[src/rtl/upower_mc_control.sv]
// Multi-cycle control sequencer for a micro-coded CPU datapath: fetch, decode,
// execute, memory and write-back phases with ack timeouts and a retire counter.
module upower_mc_control #(
  parameter int TIMEOUT = 15
) (
  input  logic        clk,
  input  logic        rst_n,
  input  logic        start,
  output logic        instr_req,
  input  logic        instr_ack,
  input  logic [31:0] instr,
  output logic        alu_en,
  input  logic        alu_branch,
  output logic        mem_req,
  output logic        mem_we,
  input  logic        mem_ack,
  output logic        reg_we,
  output logic        pc_inc,
  output logic        pc_load,
  output logic [31:0] ir,
  output logic [2:0]  state,
  output logic        busy,
  output logic [1:0]  fault,
  output logic [31:0] retired
);

  // Handshakes: instr_req/mem_req stay high every cycle of FETCH/MEM; the
  // transfer completes on the first rising edge where the matching ack is 1.
  typedef enum logic [2:0] {
    S_IDLE   = 3'd0,
    S_FETCH  = 3'd1,
    S_DECODE = 3'd2,
    S_EXEC   = 3'd3,
    S_MEM    = 3'd4,
    S_WB     = 3'd5,
    S_HALT   = 3'd6
  } state_e;

  typedef enum logic [2:0] {
    C_ALU, C_LOAD, C_STORE, C_CBR, C_UBR, C_ILL
  } cls_e;

  localparam logic [3:0] WAIT_LAST = 4'(TIMEOUT - 1);

  state_e      state_q, state_d;
  cls_e        cls_q, cls_d, dec_cls;
  logic [31:0] ir_q, ir_d;
  logic [31:0] ret_q, ret_d;
  logic [1:0]  fault_q, fault_d;
  logic [3:0]  wait_q, wait_d;

  always_comb begin
    case (ir_q[31:26])
      6'd31, 6'd14, 6'd15, 6'd24, 6'd26, 6'd28: dec_cls = C_ALU;
      6'd32, 6'd34, 6'd40, 6'd42, 6'd58:        dec_cls = C_LOAD;
      6'd36, 6'd37, 6'd38, 6'd44, 6'd62:        dec_cls = C_STORE;
      6'd19:                                    dec_cls = C_CBR;
      6'd18:                                    dec_cls = C_UBR;
      default:                                  dec_cls = C_ILL;
    endcase
  end

  always_comb begin
    state_d = state_q;
    cls_d   = cls_q;
    ir_d    = ir_q;
    ret_d   = ret_q;
    fault_d = fault_q;
    case (state_q)
      S_IDLE: if (start) state_d = S_FETCH;
      S_FETCH: begin
        // An ack in the last allowed cycle wins over the timeout.
        if (instr_ack) begin
          ir_d    = instr;
          state_d = S_DECODE;
        end else if (wait_q == WAIT_LAST) begin
          fault_d = 2'b10;
          state_d = S_HALT;
        end
      end
      S_DECODE: begin
        cls_d = dec_cls;
        if (dec_cls == C_ILL) begin
          fault_d = 2'b01;
          state_d = S_HALT;
        end else begin
          state_d = S_EXEC;
        end
      end
      S_EXEC: begin
        case (cls_q)
          C_ALU:           state_d = S_WB;
          C_LOAD, C_STORE: state_d = S_MEM;
          default: begin
            ret_d   = ret_q + 32'd1;
            state_d = S_FETCH;
          end
        endcase
      end
      S_MEM: begin
        if (mem_ack) begin
          if (cls_q == C_STORE) begin
            ret_d   = ret_q + 32'd1;
            state_d = S_FETCH;
          end else begin
            state_d = S_WB;
          end
        end else if (wait_q == WAIT_LAST) begin
          fault_d = 2'b11;
          state_d = S_HALT;
        end
      end
      S_WB: begin
        ret_d   = ret_q + 32'd1;
        state_d = S_FETCH;
      end
      S_HALT:  state_d = S_HALT;
      default: state_d = S_IDLE;
    endcase

    // Only FETCH and MEM ever remain in place while waiting, so any state
    // change is an entry that restarts the count.
    wait_d = wait_q;
    if (state_d != state_q) begin
      wait_d = 4'd0;
    end else if ((state_q == S_FETCH) || (state_q == S_MEM)) begin
      wait_d = wait_q + 4'd1;
    end
  end

  always_ff @(posedge clk) begin
    if (!rst_n) begin
      state_q <= S_IDLE;
      cls_q   <= C_ALU;
      ir_q    <= 32'd0;
      ret_q   <= 32'd0;
      fault_q <= 2'b00;
      wait_q  <= 4'd0;
    end else begin
      state_q <= state_d;
      cls_q   <= cls_d;
      ir_q    <= ir_d;
      ret_q   <= ret_d;
      fault_q <= fault_d;
      wait_q  <= wait_d;
    end
  end

  assign instr_req = (state_q == S_FETCH);
  assign alu_en    = (state_q == S_EXEC);
  assign mem_req   = (state_q == S_MEM);
  assign mem_we    = (state_q == S_MEM) && (cls_q == C_STORE);
  assign reg_we    = (state_q == S_WB);
  assign pc_inc    = (state_q == S_WB)
                   || ((state_q == S_MEM) && (cls_q == C_STORE) && mem_ack)
                   || ((state_q == S_EXEC) && (cls_q == C_CBR) && !alu_branch);
  assign pc_load   = (state_q == S_EXEC)
                   && (((cls_q == C_CBR) && alu_branch) || (cls_q == C_UBR));
  assign ir        = ir_q;
  assign state     = state_q;
  assign busy      = (state_q != S_IDLE) && (state_q != S_HALT);
  assign fault     = fault_q;
  assign retired   = ret_q;

endmodule

[config.mk]
export PLATFORM = sky130hd
export DESIGN_NAME = upower_mc_control
export DESIGN_NICKNAME = d
export VERILOG_FILES = /design/src/rtl/upower_mc_control.sv
export SDC_FILE = /design/constraint.sdc
export NUM_CORES = 1
export LEC_CHECK = 0
export BUFFER_PORTS_ARGS = -buffer_cell sky130_fd_sc_hd__buf_2
export CAP_MARGIN = 20
export CORE_AREA = 3 3 92 94
export CTS_BUF_LIST = sky130_fd_sc_hd__clkbuf_4
export CTS_CLUSTER_SIZE = 16
export DETAILED_ROUTE_END_ITERATION = 10
export DIE_AREA = 0 0 95 97
export GPL_ROUTABILITY_DRIVEN = 0
export GPL_TIMING_DRIVEN = 1
export PLACE_DENSITY = 0.79
export SETUP_SLACK_MARGIN = 0.2
export SLEW_MARGIN = 20
export SYNTH_ARGS = -nofsm -noshare
export SYNTH_HDL_FRONTEND = slang
export SYNTH_SLANG_ARGS = --single-unit
[constraint.sdc]
create_clock -name clk -period 2.7 [get_ports clk]
set_input_delay 0.81 -clock clk [delete_from_list [all_inputs] [get_ports clk]]
set_output_delay 0.81 -clock clk [all_outputs]
set_load 0.1 [all_outputs]
==> summary.txt, run 1 <==
Setup path
  – CP Launch Type: flip-flop
  – CP Class: reg -> out
  – Crit end category: output port
  – Crit path max fanout: 12
  – CP required: 1.89 ns
  – CP Data Arrival Time: 1.69 ns

Clocking
  – Longest Clk Path Bufs: 2
  – Cts hold-fix bufs: 0
  – Clock latency on the worst-skew pair: 0.43 ns
  – H-tree depth: 3
  – CTS tree: yes
  – Clock Tree Root: clkbuf_4
  – Reg clk slew, reported paths: 0.13 ns
  – CTS buffer count: 9
  – CTS sink cnt: 79

Route
  – Total wire length: 9.95 mm
  – Top Layer Used: met4
  – Post-route ant nets: 0
  – Met2 wire len: 4.67 mm
  – DRT Pass-1 Iters: 4
  – Met3 WL: 673 um
  – # DRC: 0
  – Vias per cell: 5.35
  – WL met1: 4.45 mm
  – Wire length per cell: 14.3 um
  – DRT iter0 DRCs: 118
  – Vias: 3727

Cells and area
  – Layout cells sized above 1: 0.330
  – Multi-input logic area: 2100 um^2
  – Most common cell after layout, fill and taps aside: buf_2
  – Fillers: 698
  – Register area: 1600 um^2
  – # nets final: 635
  – Final instance area: 4790 um^2
  – Fin util: 0.620
  – Commonest non-fill, non-tap cells in the layout: 107 x buf_2, 85 x nand2_1, 70 x dfxtp_1, 51 x a21oi_1, 40 x nor2_1
  – Area grow syn2layout: 30.1%
  – # diodes: 0

Die
  – IO Pins: 115
  – Core Region: 7730 um^2
  – DIE AREA: 9220 um^2
  – Row cnt: 32
  – Die Width: 95 um
  – Die Height: 97 um
  – Initial Utilization: 0.477

GRT
  – GR Overflow Total: 0
  – Global-route wire length before repair: 16.3 mm
  – Largest net degree at the start of global routing: 43
  – Vias in the first global route: 3595
  – Initial antenna violation count: 0
  – Total GRT Usage: 0.217

Job
  – MaxCap Viol Count: 0

Timing
  – Crit path time final: 2.50 ns
  – Clk_skew: 0.0163 ns
  – Final critical-path setup slack: 0.199 ns
  – Final hold viol count: 0
  – Fmax: 400 MHz
  – Slew @ Worst Pin: 0.577 ns
  – Setup violators final: 0
  – RSZ-0062 raised after global routing: true
  – Final worst path period share: 0.926
  – Fin. max-slew vios: 0
  – Headroom to the max-slew limit: 0.613
  – TNS Setup: 0 ns

Synth
  – Yosys warning count: 0
  – Predominant post-synthesis flop cell: dfxtp_1
  – Post-Syn Nets: 507
  – Post-synthesis cell count: 462
  – Mapped cell area: 3680 um^2
  – Library cells used by synthesis: 48
  – Post-synth ARST share: 0
  – EDFF count, synth: 0
  – #FFs+latches synth: 79
  – Avg Inst Size Synth: 7.98 um^2
  – Seq/Total Area, Yosys: 0.429

Power and ir drop
  – Pleak: 1.94 nW
  – Pwr dens: 561 nW/um^2
  – Pwr Total: 0.00269 W
  – VDD IR-drop max: 0.306 mV

Worst hold path
  – Class of the most critical hold timing path: reg -> reg

Place
  – HPWL Detailed: 7.12 mm
  – Port Buf Inserts: 114
  – Pre-CTS setup slack: 0.00698 ns
  – Placed cell area: 4540 um^2

Run status
  – Outcome: completed
-- path summary, 6_finish.rpt --
path                  startpoint                   to  slack (ns)  depth (start not counted)
min reg2reg  ir[19]$_SDFFE_PN0N_  ir[19]$_SDFFE_PN0N_        0.46                          2
max          state[2]$_SDFF_PN0_               pc_inc        0.20                          4
min          ir[19]$_SDFFE_PN0N_  ir[19]$_SDFFE_PN0N_        0.46                          2
max reg2reg  state[1]$_SDFF_PN0_   dec_cls[2]$_DFF_P_        0.26                         11
-- state kept, by name, summed over array words and instances, names as in the netlist --
| name | count |
|---|---|
| cls_q | 3 |
| dec_cls | 3 |
| fault | 2 |
| ir | 32 |
| retired | 32 |
| state | 3 |
| wait_q | 4 |
-- where the power goes --
part	switching [W]	internal (W)	leakage, nW
Combinational	0.000614	0.000214	1.24
Sequential	0.0000420	0.00122	0.644
Clock	0.000424	0.000181	0.0556
Total	0.00108	0.00161	1.94
-- layer usage --
| layer | vias up | GRT usage |
|---|---|---|
| li1 | 1864 | - |
| met1 | 1729 | 0.275 |
| met2 | 116 | 0.351 |
| met3 | 18 | 0.0591 |
| met4 | 0 | 0.0733 |
| met5 | - | 0 |
-- worst max-delay path, stage by stage, from the launching register on --
cell and delay [ns]:
dfxtp_4 0.37, buf_4 0.17, and3b_4 0.22, a211o_4 0.32, buf_12 0.17
-- cell type report --
class                      instances  share of cell area
sequential                        79               0.334
clock buffer                       9              0.0141
clock inverter                     6             0.00783
tap                              102              0.0266
timing repair buffer             139               0.167
multi-input combinational        346               0.438
inverter                          15              0.0125
-- cell families after synthesis --
logic type	synth area share
flip-flops	0.429
buffers and inverters	0.0418
multiplexers	0.0221
XOR/XNOR	0.0452
AND/OR/NAND/NOR	0.277
AO/OA/AOI/OAI	0.161
adder cells (fa/ha/maj)	0.0238
-- synth_stat cells (2+ instances only) --
| cell | count | area share |
|---|---|---|
| and3_1 | 3 | 0.0051 |
| clkbuf_1 | 13 | 0.013 |
| o21ai_0 | 20 | 0.027 |
| o21bai_1 | 3 | 0.0061 |
| a211o_1 | 3 | 0.0071 |
| o32a_1 | 2 | 0.0054 |
| inv_1 | 15 | 0.015 |
| nand2b_1 | 3 | 0.0051 |
| dfxtp_1 | 79 | 0.43 |
| nand4_1 | 14 | 0.024 |
| nor3b_2 | 2 | 0.0068 |
| buf_1 | 2 | 0.0020 |
| buf_2 | 6 | 0.0081 |
| nand2_1 | 88 | 0.090 |
| xnor2_1 | 12 | 0.029 |
| nor4_1 | 4 | 0.0068 |
| xor2_1 | 7 | 0.017 |
| ha_1 | 7 | 0.024 |
| or3_1 | 13 | 0.022 |
| a32o_1 | 2 | 0.0054 |
| nand3b_1 | 4 | 0.0081 |
| mux2i_1 | 7 | 0.019 |
| a31oi_1 | 2 | 0.0034 |
| nor3_1 | 13 | 0.018 |
| a311oi_1 | 2 | 0.0048 |
| nand3_1 | 18 | 0.024 |
| a21oi_1 | 53 | 0.072 |
| nor2_1 | 44 | 0.045 |
| nand4bb_1 | 2 | 0.0061 |
-- timing repair --
item	4_1_cts	5_1_grt
pin swaps	2	2
resized for setup	7	14
endpoints found under the setup margin	5	9
buffers inserted	9	2
-- through the flow --
step	hold WS (ns)	std cells
floorplan	0.455	462
global placement	0.440	670
detailed placement	0.447	670
CTS	0.465	694
global route	0.490	696
finish	0.462	696
Power figures use the tool's default switching activity.
==> run 2, diff against run 1 <==
- TNS_END_PERCENT: unset -> 50
- clock period: 2.7 -> 2.3 ns (I/O delays scaled with it)
==> summary.txt, run 2 (synthesis gave the netlist of run 1 again) <==
Timing
  – Clk_skew: 0.0169 ns (+0.000612 ns)
  – Setup violators final: 2 (+2)
  – TNS Setup: -0.154 ns (-0.154 ns)
  – Final hold viol count: 0 (unchanged)
  – Fin. max-slew vios: 0 (unchanged)
  – Slew @ Worst Pin: 0.567 ns (-0.0102 ns)
  – Fmax: 420 MHz
  – RSZ-0062 raised after global routing: true
  – Final critical-path setup slack: -0.0817 ns (-0.281 ns)
  – Final worst path period share: 1.04
  – Headroom to the max-slew limit: 0.619 (+0.00595)
  – Crit path time final: 2.38 ns

Cells and area
  – Most common cell after layout, fill and taps aside: buf_2
  – Multi-input logic area: 2310 um^2 (+9.9%)
  – Final instance area: 5390 um^2 (+12%)
  – # nets final: 657 (+3.5%)
  – Area grow syn2layout: 46.3%
  – Fillers: 604 (-13%)
  – # diodes: 0 (unchanged)
  – Fin cells: 719 (+3.3%)
  – Register area: 1610 um^2 (+0.70%)
  – Fin util: 0.698 (+0.0772)
  – Layout cells sized above 1: 0.415 (+0.0849)
  – Commonest non-fill, non-tap cells in the layout: 96 x buf_2, 84 x nand2_1, 63 x dfxtp_1, 44 x a21oi_1, 39 x nor2_1

Setup path
  – Worst R2R Start: state[2]$_SDFF_PN0_
  – CP Data Arrival Time: 1.69 ns (about the same)
  – Family with the most delay on the worst path: flip-flops
  – CP max-delay cell: dfxtp_4
  – Crit path max fanout: 12 (unchanged)
  – Buf/Inv on CP: 2 (unchanged)
  – Delay of the slowest critical-path stage: 0.38 ns (about the same)
  – Critical path cell sequence: buf_4, and3b_4, a211o_4, buf_12
  – CP required: 1.61 ns (-0.28 ns)
  – R2R depth: 9 (-2)
  – Crit end category: output port
  – Worst R2R Setup Slack: 0.06 ns (-0.20 ns)
  – Crit Reg-Reg Endpoint: retired[9]$_SDFFE_PN0P_
  – CP Class: reg -> out
  – CP Launch Type: flip-flop

Die
  – Die Width: 95 um (unchanged)
  – IO Pins: 115 (unchanged)
  – Core Region: 7730 um^2 (unchanged)
  – DIE AREA: 9220 um^2 (unchanged)
  – Die Height: 97 um (unchanged)
  – Row cnt: 32 (unchanged)
  – Initial Utilization: 0.477 (unchanged)

Clocking
  – CTS buffer count: 9 (unchanged)
  – Clock latency on the worst-skew pair: 0.43 ns (about the same)
  – Cts hold-fix bufs: 0 (unchanged)
  – H-tree depth: 3 (unchanged)
  – Longest Clk Path Bufs: 2 (unchanged)
  – Clock Tree Root: clkbuf_4
  – CTS sink cnt: 79 (unchanged)
  – Reg clk slew, reported paths: 0.14 ns (about the same)
  – CTS tree: yes

Worst hold path
  – Hold Path Sink: ir[20]$_SDFFE_PN0N_
  – Hold_sp: ir[20]$_SDFFE_PN0N_
  – Class of the most critical hold timing path: reg -> reg
  – Hold depth: 2 (unchanged)

Power and ir drop
  – Pleak: 2.18 nW (+12%)
  – VDD IR-drop max: 0.391 mV (+28%)
  – Pwr Total: 0.00334 W (+24%)
  – Pwr dens: 620 nW/um^2 (+10%)

Place
  – HPWL Detailed: 7.29 mm (+2.3%)
  – Placed cell area: 4710 um^2 (+3.7%)
  – Port Buf Inserts: 114 (unchanged)
  – DP Cell Count: 688 (+2.7%)

GRT
  – Vias in the first global route: 3704 (+3.0%)
  – GR Overflow Total: 0 (unchanged)
  – Initial antenna violation count: 0 (unchanged)
  – Global-route wire length before repair: 17.2 mm (+6.0%)
  – Largest net degree at the start of global routing: 43 (unchanged)
  – Total GRT Usage: 0.228 (+0.0117)

Route
  – DRT iter0 DRCs: 113 (-4.2%)
  – Total wire length: 10.8 mm (+8.6%)
  – Post-route ant nets: 0 (unchanged)
  – DRT Pass-1 Iters: 5 (+1)
  – Vias per cell: 5.44 (+1.6%)
  – Vias: 3910 (+4.9%)
  – Wire length per cell: 15.0 um (+5.2%)
  – # DRC: 0 (unchanged)

Run status
  – Violated checks: setup timing
  – Outcome: finished with violations

Job
  – MaxCap Viol Count: 0 (unchanged)
-- run 2: changes by cell type in the layout (fill, tap and decap cells not counted), sizes merged --
cell	before	now
buf	137	153
inv	15	16
clkinvlp	3	2
clkinv	3	4
clkbuf	11	17
-- run 2: cell type report --
cell class	count	area share
Tap cell	102	0.0237
Timing Repair Buffer	161	0.214
Sequential cell	79	0.299
Inverter	15	0.0121
Multi-Input combinational cell	346	0.428
Clock buffer	9	0.0125
Clock inverter	7	0.0102
-- run 2: power breakdown --
| part | switching (W) | internal, W | leakage (nW) | total (W) |
|---|---|---|---|---|
| clock | 0.000532 | 0.000232 | 0.0645 | 0.000763 |
| sequential | 0.0000513 | 0.00143 | 0.648 | 0.00148 |
| combinational | 0.000762 | 0.000339 | 1.46 | 0.00110 |
| total | 0.00135 | 0.00200 | 2.18 | 0.00334 |
-- run 2: layer usage --
| layer | global-route usage | part of all wire | vias up | wire [um] |
|---|---|---|---|---|
| li1 | - | - | 1911 | - |
| met4 | 0.0855 | 0.016 | 0 | 176 |
| met3 | 0.0568 | 0.059 | 18 | 636 |
| met2 | 0.367 | 0.50 | 140 | 5360 |
| met5 | 0 | 0 | - | 0 |
| met1 | 0.293 | 0.43 | 1841 | 4640 |
-- run 2: worst max path at each step --
stage,from,slack (ns),cells after the start,to
floorplan,state[2]$_SDFF_PN0_,-0.90,3,pc_inc
global placement,instr_ack,-0.26,10,dec_cls[2]$_DFF_P_
detailed placement,instr_ack,-0.33,10,dec_cls[2]$_DFF_P_
CTS,state[2]$_SDFF_PN0_,-0.09,6,pc_inc
global route,state[2]$_SDFF_PN0_,-0.20,6,pc_inc
finish,state[0]$_SDFF_PN0_,-0.08,4,pc_inc
-- run 2: through the flow --
step	setup WS (ns)	hold WS, ns
2_1_floorplan	-0.897	0.455
3_3_place_gp	-0.260	0.440
3_5_place_dp	-0.327	0.445
4_1_cts	-0.0855	0.454
5_1_grt	-0.203	0.445
6_report	-0.0817	0.462
-- run 2: what timing repair did --
item | in CTS | in global routing
setup endpoints to repair | 13 | 31
pin swaps | 11 | 48
setup buffers | 7 | 8
gates resized for setup | 45 | 68
-- run 2: worst min-delay path: cells and delay by family, from the launching register on --
family / cells / cell delay [ns]
AOI/OAI and AO/OA: 1 / 0.05
DFF: 1 / 0.33
and+or+nand+nor: 1 / 0.05
